`src/rtl/reg_wr_sched_if.sv`:
```
// rtl/reg_wr_sched_if.sv - writeback request and register-file write port bundle
interface reg_wr_sched_if #(
    parameter int pw = 3
);
    logic          a_valid;
    logic [pw-1:0] a_addr;
    logic [7:0]    a_data;
    logic          a_ready;
    logic          b_valid;
    logic [pw-1:0] b_addr;
    logic [7:0]    b_data;
    logic          b_ready;
    logic          wr_en;
    logic [pw-1:0] wr_addr;
    logic [7:0]    dat_out;

    modport master (
        output a_valid, a_addr, a_data, b_valid, b_addr, b_data,
        input  a_ready, b_ready, wr_en, wr_addr, dat_out
    );

    modport slave (
        input  a_valid, a_addr, a_data, b_valid, b_addr, b_data,
        output a_ready, b_ready, wr_en, wr_addr, dat_out
    );
endinterface

```
`src/rtl/reg_wr_sched.sv`:
```
// rtl/reg_wr_sched.sv - round-robin register-file write port scheduler with pending-write scoreboard
module reg_wr_sched #(
    parameter int pw = 3
) (
    input  logic               clk,
    input  logic               reset,
    reg_wr_sched_if.slave      bus,
    input  logic               rsv_en,
    input  logic [pw-1:0]      rsv_addr,
    input  logic               flush,
    output logic [2**pw-1:0]   busy,
    output logic               rsv_err
);
    typedef enum logic {RR_A = 1'b0, RR_B = 1'b1} rr_t;

    rr_t rr_q, rr_d;
    logic contended;
    logic commit_hits_rsv;

    assign contended = bus.a_valid && bus.b_valid && !flush;

    always_ff @(posedge clk or posedge reset) begin
        if (reset) begin
            rr_q <= RR_A;
        end else begin
            rr_q <= rr_d;
        end
    end

    // Pointer only moves after a contended grant so the loser is served next cycle.
    always_comb begin
        rr_d = rr_q;
        if (flush) begin
            rr_d = RR_A;
        end else if (contended) begin
            rr_d = (rr_q == RR_A) ? RR_B : RR_A;
        end
    end

    always_comb begin
        bus.a_ready = 1'b0;
        bus.b_ready = 1'b0;
        if (!flush) begin
            bus.a_ready = bus.a_valid && (!bus.b_valid || rr_q == RR_A);
            bus.b_ready = bus.b_valid && (!bus.a_valid || rr_q == RR_B);
        end
    end

    always_ff @(posedge clk or posedge reset) begin
        if (reset) begin
            bus.wr_en   <= 1'b0;
            bus.wr_addr <= '0;
            bus.dat_out <= 8'h00;
        end else begin
            bus.wr_en <= bus.a_ready || bus.b_ready;
            if (bus.a_ready) begin
                bus.wr_addr <= bus.a_addr;
                bus.dat_out <= bus.a_data;
            end else if (bus.b_ready) begin
                bus.wr_addr <= bus.b_addr;
                bus.dat_out <= bus.b_data;
            end
        end
    end

    assign commit_hits_rsv = bus.wr_en && (bus.wr_addr == rsv_addr);

    // Reserve is applied after the commit clear so a same-register reserve wins.
    always_ff @(posedge clk or posedge reset) begin
        if (reset) begin
            busy    <= '0;
            rsv_err <= 1'b0;
        end else if (flush) begin
            busy    <= '0;
            rsv_err <= 1'b0;
        end else begin
            for (int i = 0; i < 2**pw; i++) begin
                if (rsv_en && rsv_addr == i[pw-1:0]) begin
                    busy[i] <= 1'b1;
                end else if (bus.wr_en && bus.wr_addr == i[pw-1:0]) begin
                    busy[i] <= 1'b0;
                end
            end
            if (rsv_en && busy[rsv_addr] && !commit_hits_rsv) begin
                rsv_err <= 1'b1;
            end
        end
    end
endmodule

```
`src/flat_wrapper.sv`:
```
// flat-port wrapper written by rule: the top's interface ports become plain ports
module reg_wr_sched_flat 
#(
    parameter int pw = 3
)
  (clk, reset, rsv_en, rsv_addr, flush, busy, rsv_err, bus_a_valid, bus_a_addr, bus_a_data, bus_b_valid, bus_b_addr, bus_b_data, bus_a_ready, bus_b_ready, bus_wr_en, bus_wr_addr, bus_dat_out);
  reg_wr_sched_if #(.pw(pw)) bus_i ();
  input  logic clk;
  input  logic reset;
  input  logic rsv_en;
  input  logic [pw-1:0] rsv_addr;
  input  logic flush;
  output logic [2**pw-1:0] busy;
  output logic rsv_err;
  input wire logic [$bits(bus_i.a_valid)-1:0] bus_a_valid;
  input wire logic [$bits(bus_i.a_addr)-1:0] bus_a_addr;
  input wire logic [$bits(bus_i.a_data)-1:0] bus_a_data;
  input wire logic [$bits(bus_i.b_valid)-1:0] bus_b_valid;
  input wire logic [$bits(bus_i.b_addr)-1:0] bus_b_addr;
  input wire logic [$bits(bus_i.b_data)-1:0] bus_b_data;
  output wire logic [$bits(bus_i.a_ready)-1:0] bus_a_ready;
  output wire logic [$bits(bus_i.b_ready)-1:0] bus_b_ready;
  output wire logic [$bits(bus_i.wr_en)-1:0] bus_wr_en;
  output wire logic [$bits(bus_i.wr_addr)-1:0] bus_wr_addr;
  output wire logic [$bits(bus_i.dat_out)-1:0] bus_dat_out;
  assign bus_i.a_valid = bus_a_valid;
  assign bus_i.a_addr = bus_a_addr;
  assign bus_i.a_data = bus_a_data;
  assign bus_i.b_valid = bus_b_valid;
  assign bus_i.b_addr = bus_b_addr;
  assign bus_i.b_data = bus_b_data;
  assign bus_a_ready = bus_i.a_ready;
  assign bus_b_ready = bus_i.b_ready;
  assign bus_wr_en = bus_i.wr_en;
  assign bus_wr_addr = bus_i.wr_addr;
  assign bus_dat_out = bus_i.dat_out;
  reg_wr_sched #(.pw(pw)) u_core (.clk(clk), .reset(reset), .bus(bus_i), .rsv_en(rsv_en), .rsv_addr(rsv_addr), .flush(flush), .busy(busy), .rsv_err(rsv_err));
endmodule
```
`config.mk`:
```
export PLATFORM = sky130hd
export DESIGN_NAME = reg_wr_sched_flat
export DESIGN_NICKNAME = d
export VERILOG_FILES = /design/src/rtl/reg_wr_sched_if.sv /design/src/rtl/reg_wr_sched.sv /design/src/flat_wrapper.sv
export SDC_FILE = /design/constraint.sdc
export NUM_CORES = 1
export LEC_CHECK = 0
export ABC_AREA = 1
export CORE_MARGIN = 1.5
export CORE_UTILIZATION = 46
export CTS_BUF_LIST = sky130_fd_sc_hd__clkbuf_8 sky130_fd_sc_hd__clkbuf_16
export CTS_CLUSTER_SIZE = 12
export DETAILED_ROUTE_END_ITERATION = 10
export PLACE_DENSITY = 0.91
export SYNTH_ARGS = -nofsm -noshare
export SYNTH_HDL_FRONTEND = slang
export SYNTH_SLANG_ARGS = --single-unit
```
`constraint.sdc`:
```
create_clock -name clk -period 2.37 [get_ports clk]
set_input_delay 0.474 -clock clk [delete_from_list [all_inputs] [get_ports clk]]
set_output_delay 0.474 -clock clk [all_outputs]
set_load 0.005 [all_outputs]
```
[Yosys cells after proc, flatten, opt, wreduce, memory -nomap -nowiden]
Index checks and enable logic that the tools add are counted.
Operators by class
  magnitude comparators: 1
  equal/unequal tests: 15
  mux-type cells: 30
  bitwise operators: 1
  reductions and logical operators: 43
Operators with widths (number)
  3-bit == test (second input constant): 8
  1-bit 2-to-1 mux: 24
  8-bit 2-to-1 mux: 3
  3-bit nonzero test: 8
  1-bit logical AND: 23
  3-bit by 2-bit == test with 1-bit output (second input constant): 4
  3-bit by 1-bit == test with 1-bit output (second input constant): 2
  3-bit logical NOT: 2
  3-bit 2-to-1 mux: 2
  2-bit nonzero test: 3
  1-bit logical NOT: 4
  3-bit by 4-bit less-than comparator with 1-bit output (second input constant): 1
  1-bit binary-select mux with 3-bit select: 1
  3-bit == test: 1
  1-bit logical OR: 3
  1-bit inverter: 1
Storage, ports and cells
  register bits: 22
  input port bits: 31
  output and inout bits: 23
  logic and storage cells: 103

[Logic depth before layout (Yosys ltp)]
Gate-level depths: netlist of the first run.
  depth after elaboration: 6
  depth in mapped cells: 10
  gate-level depth less buffers: 9

[Worst setup path before layout of the first run]
OpenSTA, ideal clock, no wires.
  path type: input to output
  start: input bus_a_valid
  end: output bus_a_ready
  data arrival time: 0.861 ns
  required time: 1.896 ns
  slack: 1.035 ns
  cell stages on the path: 5
  buffers on the path: 1
  cells stage by stage: inv_2 > nor2_2 > nand2_2 > inv_2 > buf_6
Between the ends
  longest elaborated chain between the ends: 2
Ends and longest elaborated chain
  start, declared: RTL line flat_wrapper.sv:15  | input wire logic [$bits(bus_i.a_valid)-1:0] bus_a_valid;
  1-bit logical AND: RTL line reg_wr_sched.sv:44  | bus.a_ready = bus.a_valid && (!bus.b_valid || rr_q == RR_A);
  1-bit 2-to-1 mux: RTL line reg_wr_sched.sv:43  | if (!flush) begin
  end, declared: RTL line flat_wrapper.sv:21  | output wire logic [$bits(bus_i.a_ready)-1:0] bus_a_ready;
No other way between the ends.

[Worst setup path after layout of the first run]
  start: input bus_b_valid
  end: output bus_b_ready
Between the ends
  longest elaborated chain between the ends: 2
Ends and longest elaborated chain
  start, declared: RTL line flat_wrapper.sv:18  | input wire logic [$bits(bus_i.b_valid)-1:0] bus_b_valid;
  1-bit logical AND: RTL line reg_wr_sched.sv:45  | bus.b_ready = bus.b_valid && (!bus.a_valid || rr_q == RR_B);
  1-bit 2-to-1 mux: RTL line reg_wr_sched.sv:43
  end, declared: RTL line flat_wrapper.sv:22  | output wire logic [$bits(bus_i.b_ready)-1:0] bus_b_ready;
No other way between the ends.

==> results of run 1 <==
## metal layers
metal | vias up | global-route usage | wire length [um]
li1 | 650 | - | -
met1 | 555 | 0.249 | 1270
met2 | 49 | 0.344 | 1360
met3 | 5 | 0.0530 | 204
met4 | 0 | 0.0510 | 25
met5 | - | 0 | 0
## cell usage after synthesis (2+ instances only)
cell type,number,area [um2]
nand2_1,54,203
dfrtp_1,22,551
inv_1,21,78.8
nor2_1,20,75.1
a21oi_1,10,50.1
o22ai_2,10,125
o21ai_2,9,78.8
buf_6,3,33.8
inv_2,3,11.3
buf_2,2,10.0
nor2_2,2,12.5
nor3_1,2,10.0
o21ai_1,2,10.0
## flip-flops by register name (all words and copies together), names as in the netlist
register,count
u_core.bus.dat_out,8
u_core.busy,8
u_core.bus.wr_addr,3
u_core.bus.wr_en,1
u_core.rr_q,1
u_core.rsv_err,1
## worst paths after layout
check	to	slack, ns	cells after the start
max in group asynchronous	u_core.busy[7]$_DFFE_PP0P_	1.61	3
min in group clk	u_core.rsv_err$_DFFE_PP0P_	0.53	2
min	u_core.busy[4]$_DFFE_PP0P_	0.53	3
max	bus_b_ready	0.08	4
max reg2reg	u_core.rsv_err$_DFFE_PP0P_	1.25	8
min reg2reg	u_core.rsv_err$_DFFE_PP0P_	0.53	2
## area by class of cell
type	count	area, um2
Fill cell	233	820
Multi-Input combinational cell	117	627
Timing Repair Buffer	58	568
Sequential cell	22	551
Inverter	25	98.8
Clock buffer	4	55.1
Tap cell	31	38.8
## critical path, stage by stage
cell,delay [ns]
clkdlybuf4s50_1,0.50
inv_1,0.10
a211oi_1,0.19
clkdlybuf4s50_1,0.55
## power groups by stage
| stage | Sequential [mW] | Clock [mW] | Combinational [mW] |
|---|---|---|---|
| 2_1_floorplan | 0.442 | 0 | 0.134 |
| 3_3_place_gp | 0.442 | 0 | 0.276 |
| 3_5_place_dp | 0.443 | 0 | 0.280 |
| 4_1_cts | 0.435 | 0.272 | 0.282 |
| 5_1_grt | 0.440 | 0.297 | 0.310 |
| 6_report | 0.435 | 0.262 | 0.279 |
## cell families (layout without fill, tap and decap cells)
kind of cell / count (synthesis) / count (layout)
AOI/OAI and AO/OA: 37 / 37
DFF: 22 / 22
buffers and inverters: 31 / 87
and+or+nand+nor: 80 / 80
## per-stage QoR
| step | utilization | worst slack, ns | std cells | power (mW) | hold WS, ns |
|---|---|---|---|---|---|
| 3_3_place_gp | 0.683 | 0.131 | 253 | 0.718 | 0.517 |
| 3_5_place_dp | 0.683 | 0.0759 | 253 | 0.723 | 0.521 |
| 6_report | 0.703 | 0.0773 | 257 | 0.977 | 0.527 |
| 5_1_grt | 0.703 | 0.0140 | 257 | 1.05 | 0.548 |
| 2_1_floorplan | - | 1.04 | 170 | 0.576 | 0.463 |
| 4_1_cts | 0.703 | 0.0693 | 257 | 0.989 | 0.534 |
==> flow_metrics.env, run 1 <==
export IMPL_setup_viol=0
export IMPL_root_buffer="clkbuf_8"
export IMPL_synth_xor_area_share=0
export IMPL_cts_buffers=3
export IMPL_crit_start="bus_b_valid"
export IMPL_placed_cell_area_mm2=0.00188
export IMPL_cp_data_required_time_ns=1.90
export IMPL_clk_latency_ns=0.26
export IMPL_die_y_um=56.7
export IMPL_wl_um=2870
export IMPL_synthArstFlopShare=1.00
export IMPL_crit_reg2reg_launch="u_core.bus.wr_addr[0]$_DFFE_PP0P_"
export IMPL_maxSlewViolCount=0
export IMPL_cap_violations=0
export IMPL_via_count=1259
export IMPL_finalSetupTns_ns=0
export IMPL_ys_types=23
export IMPL_drcViolationCount=0
export IMPL_area_delta_synth_final_pct=46.0
export IMPL_first_iter_violations=50
export IMPL_critPathMaxFanout=3
export IMPL_mappedNetlistArea_mm2=0.00133
export IMPL_htree_levels=1
export IMPL_synthFlopType="dfrtp_1"
export IMPL_comb_power_share=0.286
export IMPL_ctsHoldBuffers=0
export IMPL_critPathKind="in2out"
export IMPL_die_w_um=56.7
export IMPL_final_cell_mix="nand2_1 (54), clkdlybuf4s50_1 (53), dfrtp_1 (22)"
export IMPL_synth_compound_area_frac=0.238
export IMPL_initial_core_util=0.481
export IMPL_hpwl_um=2220
export IMPL_synth_top_family_by_area="compound AO/OA/AOI/OAI gates"
export IMPL_hold_violations=0
export IMPL_vdd_drop_max_uv=475
export IMPL_power_leakage_nw=0.887
export IMPL_wl_per_cell_um=11.1
export IMPL_grt_setup_unrepaired="no"
export IMPL_grt_pass1_wl_um=5040
export IMPL_final_common_cell="nand2_1"
export IMPL_ios=54
export IMPL_place_gp_congestion=0.799
export IMPL_drtAntennaViolNets=0
export IMPL_dieArea_mm2=0.00322
export IMPL_max_freq_ghz=0.436
export IMPL_status="completed"
export IMPL_postCtsSetupBuffers=0
export IMPL_synth_seq_area_share=0.415
export IMPL_ys_seq_elements=22
export IMPL_synth_avg_cell_area_um2=7.81
export IMPL_synth_nets=201
export IMPL_synth_edf_count=0
export IMPL_syn_inst=170
export IMPL_grt_pass1_vias=1189
export IMPL_antenna_found_initial=0
export IMPL_power_density_mw_per_mm2=504
export IMPL_p_sw_frac=0.269
export IMPL_io_buffers=53
export IMPL_synth_fa_ha_area_frac=0
export IMPL_vias_per_cell=4.90
export IMPL_clk_pin_slew_ns=0.08
export IMPL_synthMuxAreaShare=0
export IMPL_track_usage=0.201
export IMPL_cts_path_max_buffers=2
export IMPL_clock_sinks=22
export IMPL_seqPwrFrac=0.446
export IMPL_hold_class="in2async"
export IMPL_arrival_ns=1.82
export IMPL_diodes=0
export IMPL_synthSimpleGateAreaFrac=0.235
export IMPL_endpoint_kind="output port"
export IMPL_cts_tree="yes"
export IMPL_ctsResizeCount=0
export IMPL_grt_max_degree=24
export IMPL_grt_overflow_total=0
export IMPL_first_pass_iters=4
export IMPL_timing_final_crit_share=0.967
export IMPL_period_minus_slack_ns=2.29
export IMPL_layout_nets=258
export IMPL_worst_slew_pin_slew_ns=0.410
export IMPL_drive_gt1_frac=0.164
export IMPL_row_count=19
export IMPL_yosysWarnings=0
export IMPL_clkPwrFrac=0.269
export IMPL_slew_limit_headroom=0.726
export IMPL_finish_instance_area_mm2=0.00194
export IMPL_fin_skew_ns=0.00425
export IMPL_core_area_mm2=0.00276
export IMPL_critPathLaunchType="input pin"
export IMPL_p_int_mw=0.714
export IMPL_p_sw_mw=0.262
No activity file was read; power rests on OpenSTA's default activity.
==> inputs of run 2 (changes only) <==
--- a/config.mk
+++ b/config.mk
@@ -6,11 +6,13 @@
 export NUM_CORES = 1
 export LEC_CHECK = 0
 export ABC_AREA = 1
+export CAP_MARGIN = 10
 export CORE_MARGIN = 1.5
 export CORE_UTILIZATION = 46
 export CTS_BUF_LIST = sky130_fd_sc_hd__clkbuf_8 sky130_fd_sc_hd__clkbuf_16
 export CTS_CLUSTER_SIZE = 12
 export DETAILED_ROUTE_END_ITERATION = 10
+export HOLD_SLACK_MARGIN = 0.1
 export PLACE_DENSITY = 0.91
 export SYNTH_ARGS = -nofsm -noshare
 export SYNTH_HDL_FRONTEND = slang
==> results of run 2 <==
The final DEF is identical to that of run 1; final timing and power are the same.
